--- src/rtl/fixedp_div.sv ---
// fixedp_div: sequential signed fixed-point divider (restoring, one quotient bit per cycle)
// Ports: CLK/RST (sync, active-high); start request sampled in IDLE; in1 Q(WI1.WF1) dividend;
// in2 Q(WI2.WF2) divisor; busy while dividing; done one-cycle pulse; out Q(WIO.WFO) quotient;
// OVF saturated; DIVZ divisor zero. Define FIXEDP_DIV_ROUND_EN to round half away from zero.
module fixedp_div #(
  parameter int WI1 = 5,
  parameter int WF1 = 4,
  parameter int WI2 = 7,
  parameter int WF2 = 3,
  parameter int WIO = 8,
  parameter int WFO = 4
) (
  input  logic                       CLK,
  input  logic                       RST,
  input  logic                       start,
  input  logic signed [WI1+WF1-1:0]  in1,
  input  logic signed [WI2+WF2-1:0]  in2,
  output logic                       busy,
  output logic                       done,
  output logic signed [WIO+WFO-1:0]  out,
  output logic                       OVF,
  output logic                       DIVZ
);
  localparam int W1 = WI1 + WF1;
  localparam int W2 = WI2 + WF2;
  localparam int WO = WIO + WFO;
  localparam int QW = WI1 + WFO + WF2;
  localparam int SH = WFO + WF2 - WF1;
`ifdef FIXEDP_DIV_ROUND_EN
  localparam int RND = 1;
`else
  localparam int RND = 0;
`endif
  localparam int NW = QW + RND;
  localparam int MW = (QW + 1 > WO + 1) ? QW + 1 : WO + 1;
  localparam int CW = $clog2(NW + 1);
  localparam logic [MW-1:0] LIM = MW'(1) << (WO - 1);
  localparam logic [WO-1:0] MAXV = {1'b0, {(WO-1){1'b1}}};
  localparam logic [WO-1:0] MINV = {1'b1, {(WO-1){1'b0}}};

  typedef enum logic [1:0] {IDLE, CALC, FIN} state_t;
  state_t r_state, w_next;

  logic [NW-1:0] r_num, r_q;
  logic [W2-1:0] r_den, r_rem;
  logic [CW-1:0] r_cnt;
  logic          r_s1, r_s2;
  logic [W1-1:0] w_a1;
  logic [W2-1:0] w_a2;
  logic [W2:0]   w_trial, w_nrem;
  logic          w_ge, w_neg, w_ovf;
  logic [MW-1:0] w_mag;
  logic [WO-1:0] w_res;

  assign w_a1 = in1[W1-1] ? -in1 : in1;
  assign w_a2 = in2[W2-1] ? -in2 : in2;
  assign busy = r_state != IDLE;

  always_comb begin
    w_trial = {r_rem, r_num[NW-1]};
    w_ge    = w_trial >= {1'b0, r_den};
    w_nrem  = w_ge ? w_trial - {1'b0, r_den} : w_trial;
`ifdef FIXEDP_DIV_ROUND_EN
    // the extra low quotient bit is the half bit: adding it rounds the magnitude half-up
    w_mag   = MW'(r_q[NW-1:1]) + MW'(r_q[0]);
`else
    w_mag   = MW'(r_q);
`endif
    w_neg   = r_s1 ^ r_s2;
    // a negative result may reach exactly LIM (the min value) without overflowing
    w_ovf   = w_neg ? (w_mag > LIM) : (w_mag > LIM - MW'(1));
    w_res   = w_ovf ? (w_neg ? MINV : MAXV) : (w_neg ? -w_mag[WO-1:0] : w_mag[WO-1:0]);
  end

  always_comb begin
    w_next = r_state == IDLE ? (start ? CALC : IDLE) :
             r_state == CALC ? (r_cnt == CW'(NW - 1) ? FIN : CALC) : IDLE;
  end

  always_ff @(posedge CLK) begin
    if (RST) r_state <= IDLE;
    else     r_state <= w_next;
  end

  always_ff @(posedge CLK) begin
    if (RST) begin
      done  <= 1'b0;
      out   <= '0;
      OVF   <= 1'b0;
      DIVZ  <= 1'b0;
      r_cnt <= '0;
    end else begin
      done <= r_state == FIN;
      if (r_state == IDLE && start) begin
        r_num <= NW'(w_a1) << (SH + RND);
        r_den <= w_a2;
        r_s1  <= in1[W1-1];
        r_s2  <= in2[W2-1];
        r_rem <= '0;
        r_q   <= '0;
        r_cnt <= '0;
      end
      if (r_state == CALC) begin
        r_rem <= W2'(w_nrem);
        r_q   <= {r_q[NW-2:0], w_ge};
        r_num <= r_num << 1;
        r_cnt <= r_cnt + CW'(1);
      end
      if (r_state == FIN) begin
        out  <= r_den == '0 ? (r_s1 ? MINV : MAXV) : w_res;
        OVF  <= r_den == '0 || w_ovf;
        DIVZ <= r_den == '0;
      end
    end
  end
endmodule

--- config.mk ---
export PLATFORM = sky130hd
export DESIGN_NAME = fixedp_div
export DESIGN_NICKNAME = d
export VERILOG_FILES = /design/src/rtl/fixedp_div.sv
export SDC_FILE = /design/constraint.sdc
export NUM_CORES = 1
export LEC_CHECK = 0
export CORE_MARGIN = 8
export CORE_UTILIZATION = 45
export CTS_CLUSTER_DIAMETER = 200
export DETAILED_ROUTE_END_ITERATION = 7
export HOLD_SLACK_MARGIN = 0.03
export PLACE_DENSITY = 0.67
export SLEW_MARGIN = 0
export SYNTH_ARGS = -nofsm -noshare
export SYNTH_HDL_FRONTEND = slang
export SYNTH_SLANG_ARGS = --single-unit
--- constraint.sdc ---
create_clock -name CLK -period 7.9 [get_ports CLK]
set_clock_uncertainty 0.05 [all_clocks]
set_input_delay 0.79 -clock CLK [delete_from_list [all_inputs] [get_ports CLK]]
set_output_delay 0.79 -clock CLK [all_outputs]
set_load 0.02 [all_outputs]
==> out/metrics.csv <==
stage,metric,value,unit
sta,finalHoldViolations,0,
synth,ys.flop_type,edfxtp_1,
die,die_y,106.6,um
synth,ys_seq_elements,64,
die,ios,38,
drt,highest_layer,met4,
critical_path,timing.rr.start,r_num[11],
sta,fmax,391.9,MHz
drt,wl_per_cell,14.21,um
grt,overflow,0,
critical_path,critPathBufInv,2,
drt,vias_per_cell,5.432,
synth,postSynthCellCount,384,
grt,track_usage,13.53,%
synth,synthArstFlopShare,0,%
synth,syn_avg_cell_area,9.615,um2
clocking,cts_tree,built,
grt,grt_pass1_wl,12540,um
power_and_ir_drop,cellPowerDensity,185.1,nW/um2
synth,yosysTopAreaCell,edfxtp_1,
critical_path,cp-end-kind,flop,
clocking,numCtsBuffers,9,
drt,met2_length,3686,um
finish,area_growth,18.30,%
drt,dr.pass1.iters,4,
sta,fin_crit,2.551,ns
finish,diodes,0,
synth,synth_edf_count,43,
placement,numPortBuffers,37,
critical_path,worst-path-max-fanout,5,
sta,slew_violations,0,
grt,antenna_found_initial,0,
critical_path,worstRegToRegCells,9,
clocking,clk_latency,0.33,ns
grt,first_global_vias,2730,
synth,ys_types,54,
finish,drive_above_1_share,7.126,%
synth,synth_top_area_share,34.97,%
clocking,htree_levels,3,
die,core,8093,um2
drt,met1_length,3454,um
clocking,cts_sinks,64,
clocking,post-cts-setup-buffers,0,
die,dieArea,11360,um2
power_and_ir_drop,p_leak,1.649,nW
synth,seq_area_frac_synth,46.36,%
critical_path,cp_slowest_cell,o41ai_1,
clocking,clkTransAtPathRegs,0.07,ns
critical_path,r2r_end,r_rem[6],
synth,synth.area.top_cells,"edfxtp_1, dfxtp_1, ha_1",
critical_path,critPathMaxStageDelay,0.44,ns
critical_path,crit_path_start,r_num[11],
sta,setup_tns,0,ns
die,num_rows,33,
synth,synth_area,3692,um2
placement,dp.final_hpwl,5523,um
sta,tightest_slew,0.9183,ns
critical_path,cp_cell_sequence,inv_1 -> ha_1 -> inv_1 -> fa_1 -> nand3_1 -> a211oi_1 -> a41o_1 -> o41ai_1 -> mux2i_1,
clocking,cts_max_path_buffers,2,
synth,yosys_warnings,0,
run_status,outcome,completed,
sta,slew_headroom,38.65,%
clocking,clockRootBuffer,clkbuf_8,
critical_path,cp_common_cell,inv_1,
critical_path,start_kind,flop,
finish,fin_nets,454,
synth,syn_nets,421,
critical_path,crit_end,r_rem[6],
sta,finalSetupViolations,0,
drt,vias,2857,
die,start_util,45.62,%
run,max_cap_viol_count,0,
clocking,holdBufCountCts,0,
sta,rsz0062_at_grt,false,
critical_path,critPathRequiredTime,7.92,ns
clocking,cts_resized,0,
critical_path,arrival,2.57,ns
worst_hold_path,hp-class,reg2reg,
drt,dr_wl_met3,269,um
drt,drt_wl_total,7473,um
drt,drt.antenna.violating_nets,0,
critical_path,r2r_slack,5.35,ns
drt,drc,0,
placement,place_congestion,0.8034,
critical_path,crit_type,reg2reg,
critical_path,cp_top_family,compound AO/OA/AOI/OAI gates,
die,die_x,106.6,um
sta,fin_crit_sh,32.30,%
power_and_ir_drop,peakVddDrop,0.08065,mV
drt,drtIter0Drc,183,
grt,grt_max_degree,44,
power_and_ir_drop,power.total,0.8083,mW
finish,nFillCells,734,
critical_path,cp.depth,9,
==> cell type report <==
cell class                 count  area [um2]  share of cell area (%)
clock buffer                  14       205.2                   4.698
clock inverter                 1       5.005                  0.1146
inverter                      23       86.33                   1.977
multi-input combinational    280        1843                   42.19
sequential                    64        1712                   39.19
tap                          105       131.4                   3.008
timing repair buffer          39       385.4                   8.823
==> synthesized netlist by cell type (all sizes together) (4+ instances only) <==
library cell	n
nand2	33
nor4	6
o31ai	6
and2	7
mux2i	10
edfxtp	43
inv	23
nand2b	8
dfxtp	21
o21ai	21
nand3	8
nor2	38
nor2b	6
xnor2	13
ha	14
a21oi	26
clkbuf	13
o21a	4
buf	4
a31oi	4
xor2	13
nor3	20
==> flip-flops by register name (all words and copies together), names as in the netlist <==
signal   flops
r_q         12
out         12
r_s1         1
done         1
r_den       10
DIVZ         1
r_cnt        4
r_s2         1
r_rem       10
OVF          1
r_num        9
r_state      2
==> kinds of logic (layout without fill, tap and decap cells) <==
kind of cell	count (synthesis)	in the layout	share of synthesized area, %
muxes	11	11	3.016
AOI/OAI and AO/OA	82	82	14.94
and+or+nand+nor	146	146	19.99
DFF	64	64	46.36
adders and majority gates	15	15	5.286
xor gates and xnor gates	26	26	6.167
buffers and inverters	40	77	4.236
==> how the worst min path moves through the flow <==
stage	start	endpoint	slack, ns	cells after the start
2_1_floorplan	r_cnt[1]	r_cnt[1]	0.44	2
3_3_place_gp	DIVZ	DIVZ	0.40	2
3_5_place_dp	DIVZ	DIVZ	0.41	2
4_1_cts	DIVZ	DIVZ	0.41	2
5_1_grt	DIVZ	DIVZ	0.44	2
6_report	DIVZ	DIVZ	0.41	2
==> stage by stage <==
stage	setup WS [ns]	cell area, um2	hold WS [ns]	instances	utilization [%]
floorplan	4.372	3692	0.4421	384	-
global placement	5.176	4158	0.4001	511	51.38
detailed placement	5.138	4158	0.4051	511	51.38
CTS	5.316	4368	0.4149	526	53.97
global route	4.952	4368	0.4448	526	53.97
finish	5.349	4368	0.4081	526	53.97
==> where the power goes <==
| part | leakage (nW) | switching, mW | internal [mW] |
|---|---|---|---|
| clock network | 0.109 | 0.119 | 0.167 |
| registers | 0.585 | 0.0116 | 0.378 |
| logic | 0.955 | 0.0731 | 0.0587 |
| total | 1.65 | 0.204 | 0.604 |
==> layer usage <==
layer  track usage, %  up-vias
li1                 -     1453
met1            16.72     1349
met2            22.51       48
met3            3.239        7
met4            4.824        0
met5                0        -
==> worst min-delay path: cells and delay by family (launching register included) <==
family,cells,cell delay [ns]
simple gates,1,0.05
flops,1,0.31
compound gates,1,0.05
==> cells in the final DEF (no fill, tap or decap), drive strengths merged, types with 2 or more instances in the layout <==
cell type / Yosys / layout
edfxtp: 43 / 43
nor3: 20 / 20
inv: 23 / 23
nor2b: 6 / 6
o41ai: 3 / 3
nor2: 38 / 38
or3: 2 / 2
xnor2: 13 / 13
a31oi: 4 / 4
nand3: 8 / 8
o31ai: 6 / 6
o21ai: 21 / 21
nand2b: 8 / 8
a22oi: 3 / 3
nand3b: 3 / 3
dfxtp: 21 / 21
nor4b: 3 / 3
a21o: 3 / 3
nor4: 6 / 6
clkbuf: 13 / 14
ha: 14 / 14
xor2: 13 / 13
or4: 2 / 2
o21a: 4 / 4
nand2: 33 / 33
a21oi: 26 / 26
mux2i: 10 / 10
nor3b: 2 / 2
nand4: 2 / 2
a211oi: 3 / 3
buf: 4 / 2
and3: 2 / 2
and2: 7 / 7
or2: 3 / 3
clkdlybuf4s50: 0 / 37
Note: power is estimated with default switching activity, not from simulation.
